File: config.mk
export PLATFORM = sky130hd
export DESIGN_NAME = frv_mem_arbiter
export DESIGN_NICKNAME = d
export VERILOG_FILES = /design/src/rtl/frv_mem_arbiter.sv
export SDC_FILE = /design/constraint.sdc
export NUM_CORES = 1
export LEC_CHECK = 0
export ABC_AREA = 1
export BUFFER_PORTS_ARGS = -buffer_cell sky130_fd_sc_hd__buf_2
export CELL_PAD_IN_SITES_DETAIL_PLACEMENT = 0
export CELL_PAD_IN_SITES_GLOBAL_PLACEMENT = 1
export CORE_AREA = 2 2 126 128
export DETAILED_ROUTE_END_ITERATION = 6
export DIE_AREA = 0 0 128 130
export PLACE_DENSITY_LB_ADDON = 0.1
export SYNTH_ARGS = -nofsm -noshare
export SYNTH_HDL_FRONTEND = slang
export SYNTH_SLANG_ARGS = --single-unit
File: constraint.sdc
create_clock -name g_clk -period 2.4 [get_ports g_clk]
set_input_delay 0.24 -clock g_clk [delete_from_list [all_inputs] [get_ports g_clk]]
set_output_delay 0.24 -clock g_clk [all_outputs]
set_load 0.02 [all_outputs]
File: src/rtl/frv_mem_arbiter.sv
// frv_mem_arbiter: merges the core's instruction and data memory ports onto one
// shared req/gnt/recv/ack port. Requests are arbitrated round-robin with a lock
// that holds a stalled request stable until it is granted. Responses return in
// order, steered by a FIFO that records which side owns each outstanding
// transaction.

module frv_mem_arbiter #(
  parameter int unsigned OUTSTANDING = 2,
  parameter int unsigned XLEN        = 32
) (
  input  logic            g_clk,
  input  logic            g_reset,

  input  logic            imem_req,
  input  logic            imem_wen,
  input  logic [3:0]      imem_strb,
  input  logic [XLEN-1:0] imem_wdata,
  input  logic [XLEN-1:0] imem_addr,
  output logic            imem_gnt,
  output logic            imem_recv,
  input  logic            imem_ack,
  output logic            imem_error,
  output logic [XLEN-1:0] imem_rdata,

  input  logic            dmem_req,
  input  logic            dmem_wen,
  input  logic [3:0]      dmem_strb,
  input  logic [XLEN-1:0] dmem_wdata,
  input  logic [XLEN-1:0] dmem_addr,
  output logic            dmem_gnt,
  output logic            dmem_recv,
  input  logic            dmem_ack,
  output logic            dmem_error,
  output logic [XLEN-1:0] dmem_rdata,

  output logic            bus_req,
  output logic            bus_wen,
  output logic [3:0]      bus_strb,
  output logic [XLEN-1:0] bus_wdata,
  output logic [XLEN-1:0] bus_addr,
  input  logic            bus_gnt,
  input  logic            bus_recv,
  output logic            bus_ack,
  input  logic            bus_error,
  input  logic [XLEN-1:0] bus_rdata,

  output logic            err_spurious
);

  localparam int unsigned CntW = $clog2(OUTSTANDING) + 1;
  // A one-entry FIFO still needs a one-bit pointer; it simply never leaves 0.
  localparam int unsigned PtrW = (OUTSTANDING > 1) ? $clog2(OUTSTANDING) : 1;

  localparam logic [CntW-1:0] CntMax  = CntW'(OUTSTANDING);
  localparam logic [PtrW-1:0] PtrLast = PtrW'(OUTSTANDING - 1);

  typedef enum logic {
    OwnImem = 1'b0,
    OwnDmem = 1'b1
  } owner_e;

  // Owner FIFO and arbitration state
  owner_e          fifo_q [OUTSTANDING];
  logic [PtrW-1:0] wr_ptr_q;
  logic [PtrW-1:0] rd_ptr_q;
  logic [CntW-1:0] count_q;
  logic            lock_q;
  owner_e          lock_owner_q;
  owner_e          last_winner_q;
  logic            err_spurious_q;

  // Combinational datapath signals
  owner_e          head;
  logic            busy;
  logic            head_ack;
  logic            pop;
  logic            issue_ok;
  owner_e          sel;
  logic            sel_req;
  logic            grant;

  // Response routing: forward the shared response to whichever side owns the FIFO head.
  always_comb begin
    head       = fifo_q[rd_ptr_q];
    busy       = (count_q != '0);
    head_ack   = (head == OwnDmem) ? dmem_ack : imem_ack;
    bus_ack    = !g_reset && busy && head_ack;
    imem_recv  = !g_reset && busy && bus_recv && (head == OwnImem);
    dmem_recv  = !g_reset && busy && bus_recv && (head == OwnDmem);
    imem_error = !g_reset && busy && bus_error && (head == OwnImem);
    dmem_error = !g_reset && busy && bus_error && (head == OwnDmem);
    imem_rdata = bus_rdata;
    dmem_rdata = bus_rdata;
    pop        = bus_recv && bus_ack;
  end

  // Request selection: a locked (stalled) request wins, otherwise round-robin.
  always_comb begin
    if (lock_q) begin
      sel = lock_owner_q;
    end else if (imem_req && dmem_req) begin
      sel = (last_winner_q == OwnImem) ? OwnDmem : OwnImem;
    end else if (dmem_req) begin
      sel = OwnDmem;
    end else begin
      sel = OwnImem;
    end
  end

  // Request muxing and grant steering; a full FIFO may still issue if it pops this cycle.
  always_comb begin
    issue_ok = (count_q < CntMax) || pop;
    if (sel == OwnDmem) begin
      sel_req   = dmem_req;
      bus_wen   = dmem_wen;
      bus_strb  = dmem_strb;
      bus_wdata = dmem_wdata;
      bus_addr  = dmem_addr;
    end else begin
      sel_req   = imem_req;
      bus_wen   = imem_wen;
      bus_strb  = imem_strb;
      bus_wdata = imem_wdata;
      bus_addr  = imem_addr;
    end
    bus_req  = !g_reset && sel_req && issue_ok;
    grant    = bus_req && bus_gnt;
    imem_gnt = grant && (sel == OwnImem);
    dmem_gnt = grant && (sel == OwnDmem);
  end

  assign err_spurious = err_spurious_q;

  // State update: FIFO push/pop, occupancy, lock, round-robin history, sticky error.
  always_ff @(posedge g_clk) begin
    if (g_reset) begin
      for (int i = 0; i < int'(OUTSTANDING); i++) begin
        fifo_q[i] <= OwnImem;
      end
      wr_ptr_q       <= '0;
      rd_ptr_q       <= '0;
      count_q        <= '0;
      lock_q         <= 1'b0;
      lock_owner_q   <= OwnImem;
      last_winner_q  <= OwnImem;
      err_spurious_q <= 1'b0;
    end else begin
      if (grant) begin
        fifo_q[wr_ptr_q] <= sel;
        wr_ptr_q         <= (wr_ptr_q == PtrLast) ? '0 : wr_ptr_q + 1'b1;
        last_winner_q    <= sel;
        lock_q           <= 1'b0;
      end else if (bus_req) begin
        // Presented but not accepted: pin the selection until the grant arrives.
        lock_q       <= 1'b1;
        lock_owner_q <= sel;
      end

      if (pop) begin
        rd_ptr_q <= (rd_ptr_q == PtrLast) ? '0 : rd_ptr_q + 1'b1;
      end

      unique case ({grant, pop})
        2'b10:   count_q <= count_q + 1'b1;
        2'b01:   count_q <= count_q - 1'b1;
        default: count_q <= count_q;
      endcase

      if (bus_recv && !busy) begin
        err_spurious_q <= 1'b1;
      end
    end
  end

  // Occupancy must stay within the FIFO depth.
  a_count_bound: assert property (@(posedge g_clk) disable iff (g_reset) count_q <= CntMax);

  // A grant on a full FIFO is only legal when an entry leaves in the same cycle.
  a_no_overflow: assert property (@(posedge g_clk) disable iff (g_reset)
    !(grant && (count_q == CntMax) && !pop));

endmodule
==> metrics.yaml <==
status:
  status: "finished, final reports clean"
detailed_routing:
  drt_first_pass_iters: 4
  drt_iter0_drc: 76
  wl_per_cell_um: 11.8
  wl_met1_um: 3170
  drc_errors: 0
  routed_via_density: 3.54
  wirelength_um: 8570
  met2_length_um: 4650
  top_layer_used: "met5"
  vias: 2572
  wl_met3_um: 608
  route.antenna.remaining_nets: 0
die:
  rows: 46
  dieArea_mm2: 0.0166
  die_w_um: 128
  ioPinCount: 321
  coreArea_mm2: 0.0154
  start_util_pct: 13.0
  die_h_um: 130
grt:
  grt_max_degree: 75
  grt_usage_pct: 9.22
  grt_pass1_wl_um: 12200
  grt_pass1_vias: 2462
  overflow: 0
  antenna_found_initial: 1
timing:
  finalCritPeriodShare_pct: 82.0
  worst_pin_slew_ps: 369
  tns_ps: 0
  finalCriticalPeriod_ps: 1970
  max_slew_margin_pct: 75.4
  max_freq_mhz: 508
  skew_ps: 0.521
  final_hold_viol_count: 0
  whs_ps: 234
  rsz0062_at_grt: "false"
  slew_violations: 0
  finalSetupViolCount: 0
synthesis:
  ys_warn_count: 0
  async_flop_share_pct: 0
  ys_ff_latch: 11
  synthFlopType: "dfxtp_1"
  avgSynthCellArea_um2: 5.26
  synth_cell_types: 24
  synth-edff-count: 2
  synthesis.area_mm2: 0.00201
  syn_nets: 562
  seq_area_frac_synth_pct: 11.9
  syn_inst: 382
setup_path:
  cpMostUsedCell: "nand2_1"
  worstPathMaxFanout: 43
  cp.depth: 8
  cp_cell_sequence: "nand2_1 -> inv_1 -> a31oi_4 -> inv_2 -> buf_12 -> nand2_1 -> nand2_1 -> buf_2"
  crit_type: "register to output port"
  worst_ep_required_time_ps: 2160
  endpoint_kind: "output port"
  crit_path_start_kind: "register"
  crit_buf_inv: 4
  crit_arrival_ps: 1730
  worst-r2r-cell-count: 11
  cp-startpoint: "lock_q"
  r2r_start: "fifo_q[1]"
  critPathTopFamily: "buffers and inverters"
  cp_slowest_cell: "dfxtp_1"
  cp_slowest_stage_delay_ps: 340
min_path:
  worst_hold_path_type: "primary input to register"
  hold_depth: 2
  hp-start: "g_reset"
clock_tree:
  cts_tree: "done"
  post_cts.repair.setup_buffers: 0
  cts_buffer_depth: 2
  postCtsResizedCells: 0
  h-tree-depth: 1
  cts.reportedPaths.clkPinSlew_ps: 40
  cts_buffers: 3
  cts.sinks: 11
  cts_hold_buf: 0
  clk_latency_ps: 240
  cts_root_buf: "clkbuf_16"
finish:
  antenna_cells: 0
  drive_gt1_share_pct: 44.8
  num-fill-cells: 1856
  area_growth_pct: 45.6
  final_nets: 715
  final_cells: 726
place:
  placedCellCount: 722
  gp_congestion: 0.652
  portBuffers: 224
  hpwl_um: 7170
power_and_ir_drop:
  p_leak_nw: 1.92
  ir_drop_mv: 0.117
  powerDensity_mw_per_mm2: 446
flow_run:
  maxCapViolations: 0
cell type report:
| class | instances | area, µm² | share of cell area [%] |
|---|---|---|---|
| well taps | 192 | 240 | 8.21 |
| clock buffers | 4 | 78.8 | 2.69 |
| flip-flops and latches | 11 | 240 | 8.21 |
| repair buffers | 227 | 1170 | 39.9 |
| multi-input cells | 267 | 1100 | 37.8 |
| inverters | 25 | 93.8 | 3.21 |
routing by layer:
layer  global-route usage, %  vias to the layer above
li1                        -                     1376
met1                    9.41                     1044
met2                    18.7                      130
met3                    1.97                       20
met4                    2.78                        2
met5                       0                        -
cells in the mapped netlist (2+ instances only):
cell type / n / area [µm²]
edfxtp_1: 2 / 60.1
nand4_1: 3 / 18.8
a21oi_1: 4 / 20.0
dfxtp_1: 9 / 180
nand2_1: 224 / 841
inv_1: 23 / 86.3
nor2_1: 16 / 60.1
nand3_1: 5 / 25.0
nand2_4: 2 / 22.5
inv_2: 2 / 7.51
clkbuf_1: 6 / 22.5
buf_4: 71 / 533
o21ai_0: 4 / 20.0
stage by stage:
| step | util (%) | total power (W) | cell area, µm² | setup slack [ps] |
|---|---|---|---|---|
| 4_1_cts | 19.0 | 0.00133 | 2930 | 377 |
| 3_3_place_gp | 18.5 | 0.00102 | 2850 | 483 |
| 3_5_place_dp | 18.5 | 0.00101 | 2850 | 469 |
| 5_1_grt | 19.0 | 0.00141 | 2930 | 249 |
| 2_1_floorplan | - | 0.000839 | 2010 | 727 |
| 6_report | 19.0 | 0.00130 | 2930 | 432 |
state kept, by name, summed over array words and instances, names as in the netlist, named ones only:
| register | flops |
|---|---|
| lock_owner_q | 1 |
| last_winner_q | 1 |
| err_spurious | 1 |
| wr_ptr_q | 1 |
| rd_ptr_q | 1 |
| count_q | 2 |
| fifo_q | 2 |
| lock_q | 1 |
placed cells by master, fill, tap and decap left out, drive strengths merged:
cell and instances:
clkbuf 4, inv 25, xor2 1, a31oi 2, nor2 18, buf 227
nand4 3, nor3 1, o21ai 5, dfxtp 9, edfxtp 2, a21oi 4
ha 1, nand3 6, nand2 226
power by group:
| group | switching (W) | leakage (nW) | total, W | internal [W] |
|---|---|---|---|---|
| Sequential | 0.00000877 | 0.0946 | 0.000210 | 0.000202 |
| Combinational | 0.000496 | 1.79 | 0.000783 | 0.000287 |
| Clock | 0.0000870 | 0.0382 | 0.000311 | 0.000224 |
| Total | 0.000592 | 1.92 | 0.00130 | 0.000712 |
cell families after synthesis:
logic type / after synthesis / synth area share (%)
DFF: 11 / 11.9
adders and majority gates: 1 / 0.622
AOI/OAI and AO/OA: 11 / 3.80
xor gates and xnor gates: 1 / 0.436
buffers and inverters: 104 / 33.1
and+or+nand+nor: 254 / 50.1
final timing paths:
kind                    to  slack [ps]
max reg2reg     count_q[1]         530
min reg2reg   err_spurious         460
max          bus_wdata[19]         430
min           err_spurious         230
No activity file was read; power rests on OpenSTA's default activity.
